`src/rtl/memory_bank_io.sv`:
```
// Unified program/data memory with an output-port register and a synchronised input port
// at the top two addresses. Memory and output register form one serial scan chain.
module memory_bank_io #(
    parameter int DATA_W = 8,
    parameter int ADDR_W = 5
) (
    input  logic              clk,
    input  logic              rst,
    input  logic              processor_enable,
    input  logic [ADDR_W-1:0] address,
    input  logic [DATA_W-1:0] data_in,
    input  logic              write_enable,
    output logic [DATA_W-1:0] data_out,
    input  logic [DATA_W-1:0] io_in,
    output logic [DATA_W-1:0] io_out,
    input  logic              scan_enable,
    input  logic              scan_in,
    output logic              scan_out
);

    localparam int OUT_ADDR = (2 ** ADDR_W) - 2;
    localparam int IN_ADDR  = (2 ** ADDR_W) - 1;
    localparam logic [ADDR_W-1:0] OUT_A = ADDR_W'(OUT_ADDR);
    localparam logic [ADDR_W-1:0] IN_A  = ADDR_W'(IN_ADDR);

    logic [DATA_W-1:0] mem_q [OUT_ADDR];
    logic [DATA_W-1:0] mem_d [OUT_ADDR];
    logic [DATA_W-1:0] out_q, out_d;
    logic [DATA_W-1:0] in_sync1_q, in_sync2_q;

    // Chain order, LSB first: mem[0] .. mem[OUT_ADDR-1], then out_reg; shifts toward mem[0][0].
    always_comb begin
        mem_d = mem_q;
        out_d = out_q;
        if (scan_enable) begin
            for (int i = 0; i < OUT_ADDR - 1; i++) begin
                mem_d[i] = {mem_q[i+1][0], mem_q[i][DATA_W-1:1]};
            end
            mem_d[OUT_ADDR-1] = {out_q[0], mem_q[OUT_ADDR-1][DATA_W-1:1]};
            out_d = {scan_in, out_q[DATA_W-1:1]};
        end else if (write_enable && processor_enable) begin
            if (address < OUT_A) begin
                mem_d[address] = data_in;
            end else if (address == OUT_A) begin
                out_d = data_in;
            end
        end
    end

    // Memory is deliberately not reset so a scanned-in program survives a processor reset.
    always_ff @(posedge clk) begin
        if (rst) begin
            mem_q <= mem_d;
        end
    end

    always_ff @(posedge clk) begin
        if (!rst) begin
            out_q      <= '0;
            in_sync1_q <= '0;
            in_sync2_q <= '0;
        end else begin
            out_q      <= out_d;
            in_sync1_q <= io_in;
            in_sync2_q <= in_sync1_q;
        end
    end

    always_comb begin
        data_out = '0;
        if (address < OUT_A) begin
            data_out = mem_q[address];
        end else if (address == OUT_A) begin
            data_out = out_q;
        end else if (address == IN_A) begin
            data_out = in_sync2_q;
        end
    end

    assign io_out   = out_q;
    assign scan_out = mem_q[0][0];

endmodule

```
`config.mk`:
```
export PLATFORM = sky130hd
export DESIGN_NAME = memory_bank_io
export DESIGN_NICKNAME = d
export VERILOG_FILES = /design/src/rtl/memory_bank_io.sv
export SDC_FILE = /design/constraint.sdc
export NUM_CORES = 1
export LEC_CHECK = 0
export CORE_MARGIN = 4
export CORE_UTILIZATION = 28
export CTS_BUF_LIST = sky130_fd_sc_hd__clkbuf_8
export DETAILED_ROUTE_END_ITERATION = 16
export SETUP_SLACK_MARGIN = 0.2
export SYNTH_ARGS = -nofsm -noshare
export SYNTH_HDL_FRONTEND = slang
export SYNTH_SLANG_ARGS = --single-unit
```
`constraint.sdc`:
```
create_clock -name clk -period 4.2 [get_ports clk]
set_clock_uncertainty 0.05 [all_clocks]
set_input_delay 1.05 -clock clk [delete_from_list [all_inputs] [get_ports clk]]
set_output_delay 1.05 -clock clk [all_outputs]
set_load 0.03 [all_outputs]
```
# After elaboration in Yosys (flattened, before gate mapping)

Cells that the tools add are included.

Divide/modulo/power cells: 0
Bitwise logic cells: 1
Shift operators: 0
Equal/unequal tests: 3
$add $sub $neg: 0
Mux-type cells: 16
Reductions and logical operators: 7
Multipliers: 0
Magnitude comparators: 3

Operators by type and width:

| operator           | number |
|---|---|
| $mux 240           | 3 |
| $bwmux 240         | 1 |
| $mux 8             | 10 |
| $bmux 8 s5         | 1 |
| $demux 8 s5        | 1 |
| $eq 5x5->1 const B | 2 |
| $ge 6x6->1 const B | 1 |
| $lt 6x1->1 const B | 1 |
| $not 5->6          | 1 |
| $reduce_and 3->1   | 2 |
| $reduce_bool 2->1  | 3 |
| $lt 5x5->1 const B | 1 |
| $logic_and 1x1->1  | 2 |
| $ne 2x2->1 const B | 1 |

ROM bits: 0
Memories kept: 0
Register bits: 264
Latch bits: 0
Word-level logic and storage cells: 63
Memory bits (writable): 0
Input bits: 27

# Longest topological paths before layout

Word-level depth: 9
Gate-level depth with buffers: 8
Mapped depth without buffers: 4

# Worst setup path after synthesis

No wires, ideal clock.

Path kind: in2out
From: in address[0]
To: out data_out[3]
Arrival: 2.659 ns
Data required time: 3.100 ns
Path buffers: 4
Setup slack: 0.441 ns
Stages: 8
Cells stage by stage: buf_6 buf_6 buf_6 buf_6 mux2i_1 o32ai_1 a2111oi_0 o2111ai_1

Word-level cells in the longest chain between the ends: 5
Elaborated cells on any way between the ends: 10
Classes of those cells: 1 x order compare; 2 x eq/ne; 6 x mux; 1 x bitwise

RTL lines:

| item                                      | line | source |
|---|---|---|
| from (decl)                               | 10   | `input logic [ADDR_W-1:0] address,` |
| $not 5->6 (not written as such)           | 72   | `data_out = mem_q[address];` |
| $bmux 8 s5                                | 72   |  |
| $mux 8 (not written as such) (2 in a row) | 72   |  |
| $mux 8 (*)                                | 71   | `if (address < OUT_A) begin` |
| to (decl)                                 | 13   | `output logic [DATA_W-1:0] data_out,` |

Mark *: on every way between the ends. The rest lies on a longest branch, timed or not. The select of a mux whose other input is x is not followed.

# Worst setup path after layout

From: in address[2]
To: out data_out[3]

The elaborated chain is that of the path after synthesis.

==> results list <==
- Once the floorplan was initialized, standard cells occupied 28.5% of the core.
- For the worst-skew pair, the clock arrives at the later sink with an insertion delay of 570 ps.
* Async S/R FF share, synth: 0%
* Endpoint arrival time on the critical path: 2910 ps
* Max cap viols: 0
* GRT Resource Usage Total: 17.1%
- Number of ports placed on the die boundary: 44
- Counting every instance in the synthesized netlist gives 1060.
* Capture point of the worst path: data_out[3]
- Adding up every negative setup slack in the final design gives 0 ps.
- The floorplan step defined a die boundary enclosing around 50000 µm².
- Count of buffers from port buffering: 43
- Measured against its own limit, the worst slew margin works out to roughly 33%.
- STA classifies the critical path endpoint as an output pin.
- Flip-flop and latch count after synthesis: between 200 and 300
- The first detailed-routing pass took 6 iterations.
* Average wire per standard cell: 24.1 µm
- Clock-pin slew was measured on the worst setup and hold paths at 60 ps.
- The cell sitting at the root of the clock tree is a clkbuf_8.
- Routability-driven placement finished with a final weighted congestion of about 0.95.
- Ranked by total cell area, the synthesized netlist is headed by edfxtp_1 (55%), a22o_1 (6.7%), mux4_2 (6.2%).
* Via Count: 10100
- The min-delay analysis places its worst path in the category reg2reg.
- Setup violations remaining at the end of the flow were counted as 0.
- The floorplan step set the die width to 224 µm.
* Final layout net count: between 1000 and 1500
* Synthesized netlist net count: 1087
- The worst setup path is launched from a primary input.
- Vias per cell: 5.47
- After detailed routing, the total wire length is roughly 44000 µm.
* Worst-case setup slack after placement: -254 ps
* Number of clock sinks: 264
* Critical Path Most Common Cell: buf_12
- Top fanout value on the critical path: 10
- R2r startpoint: mem_q[40]
- Slew of the pin with the lowest slew margin: approximately 1000 ps
- Measured in cells, the most critical reg-to-reg path has a length of 1.
- The area growth from synthesis to layout is 25.6%.
* Worst r2r dst: mem_q[55]
- After synthesis, the largest area contributor takes up between 50% and 60% of total cell area.
- Core area: around 46000 µm²
- Drt drc: 0
- The largest single stage delay on the critical path is 550 ps.
- The via count of the first global-routing pass was approximately 10000.
- The synthesized netlist occupies a cell area of ~13000 µm².
* Setup slack of the most critical reg-to-reg path: 3130 ps
* DRT iter0 DRCs: approximately 1400
- Startpoint of the worst setup timing path: address[2]
* Max stage delay cell, worst path: a222oi_1
- Sequential fraction of the synthesis area: 59.0%
* Number of buffers inserted during clock tree synthesis: 43
- Remaining global-route overflow: 0
* CTS tree: yes
- Area leader, netlist: edfxtp_1
- The signal on the critical path passes through buf_4, buf_12, buf_12, nand3b_1, nor2_4, buf_6, a222oi_1, o2111ai_4, buf_12.
- By instance count, the leading cell after synthesis is edfxtp_1.
- Yosys printed 0 warnings.
- Max VDD drop: 0.000225 V
- Entering global routing, the biggest net connects around 220 pins.
- Y dimension of the die: between 200 and 250 µm
- The flow ran to the end, and the final reports show no timing, DRC or antenna violations.
* Ratio of total power to cell area: ~370 nW/µm²
- Final antenna diode count: 0
- A synthesized cell averages 12.3 µm².
- The number of different library cells used by synthesis comes to 53.
- Yosys mapped a number of flops with a built-in enable equal to 240.
- The first global-routing pass estimated 65200 µm of wire.
- Proportion of layout cells with a drive suffix above 1: 25.7%
- Top cells by count, synth: edfxtp_1 (240), nand2_1 (183), o21ai_0 (144), a22o_1 (99), clkbuf_1 (62)
- The H-tree generated during clock tree synthesis spans 2 levels.
- Overall power consumption after layout is estimated at 0.00602 W.
- Ratio of final minimum period to clock period: 95.5%
* Main synth FF type: edfxtp_1
* Detailed placer's ending HPWL: 29900 µm
* CTS Buffer Depth: 3
* Fmax: 249 MHz
- Site row count: 78
* Leakage power figure: 5.79 nW
- At the worst endpoint, the required time is approximately 3100 ps.
- Final hold viol count: 0
- Once detail routing completed, the nets flagged for antenna violations numbered 0.
- The max-slew violation count came to 0.
- RSZ-0062 raised after global routing: true
* Worst setup path category: in2out
- Antenna violations before repair: 1
- Counting I/O delays and the setup requirement, the final critical path takes ~4000 ps.
- Minimum setup slack in the final design: between 150 and 200 ps
## critical path: cells and delay by family
kind / cells / cell delay [ps]
AOI/OAI and AO/OA: 2 / 810
buffers and inverters: 5 / 760
and+or+nand+nor: 2 / 290
## how the worst min path moves through the flow
stage / start / endpoint / cells past startpoint
after floorplan: in_sync1_q[0] / in_sync2_q[0] / 1
after global placement: in_sync1_q[2] / in_sync2_q[2] / 1
after detailed placement: in_sync1_q[0] / in_sync2_q[0] / 1
after CTS: in_sync1_q[3] / in_sync2_q[3] / 1
after global routing: in_sync1_q[6] / in_sync2_q[6] / 1
final: in_sync1_q[6] / in_sync2_q[6] / 1
## through the flow
step | hold slack, ps | utilization (%) | instance area [µm²] | cells
after detailed placement | 374 | 32.7 | 14900 | 1741
after CTS | 395 | 35.4 | 16200 | 1831
final | 389 | 35.8 | 16400 | 1848
after global routing | 405 | 35.8 | 16400 | 1848
after floorplan | 362 | - | 13000 | 1060
after global placement | 372 | 32.7 | 14900 | 1741
## final cells by class
cell class | instances | area (µm²)
clock buffer | 46 | 633
clock inverter | 31 | 160
fill | 4535 | 29300
inverter | 2 | 7.51
multi-input combinational | 708 | 5240
sequential | 264 | 7690
tap | 600 | 751
timing repair buffer | 197 | 1890
## report_power, final
part	switching (W)	total, W	internal [W]
sequential	0.0000659	0.00305	0.00298
combinational	0.000470	0.000831	0.000361
clock	0.00106	0.00214	0.00108
total	0.00160	0.00602	0.00442
## cells in the final DEF (no fill, tap or decap), drive strengths merged, types with 6 or more instances in the layout
cell type,n
nand3,8
o2111ai,6
clkbuf,47
a21boi,18
mux4,36
o21ai,144
a2111oi,6
a21oi,10
mux2i,35
o32ai,6
o21a,12
mux2,12
inv,14
a22oi,13
clkdlybuf4s50,29
clkinv,17
a22o,99
and2,18
nor2b,16
dfxtp,24
nor2,20
buf,165
nand2,183
and3,10
edfxtp,240
o22ai,12
a211oi,6
## state kept, by name, summed over array words and instances, names as in the netlist
| register | count |
|---|---|
| in_sync1_q | 8 |
| io_out | 8 |
| in_sync2_q | 8 |
| mem_q | 239 |
| scan_out | 1 |
## cell families after synthesis
family | after synthesis | share of synthesized area [%]
AO/OA/AOI/OAI | 344 | 18.0
AND/OR/NAND/NOR | 280 | 9.97
multiplexers | 83 | 9.95
buffers and inverters | 89 | 3.10
flip-flops | 264 | 59.0
## what timing repair did
item | CTS | global route
cloned | 5 | 0
buffers inserted | 8 | 17
resized for setup | 68 | 18
pin swaps | 14 | 8
hold buffers | 0 | 0
setup endpoints to repair | 8 | 7
## per-layer routing
layer	wire length, µm	global-route usage [%]	vias up
li1	-	-	4435
met1	18700	23.1	5113
met2	21200	27.9	481
met3	3390	3.33	74
met4	1290	5.39	0
met5	0	0	-
(Power assumes the default switching activity.)
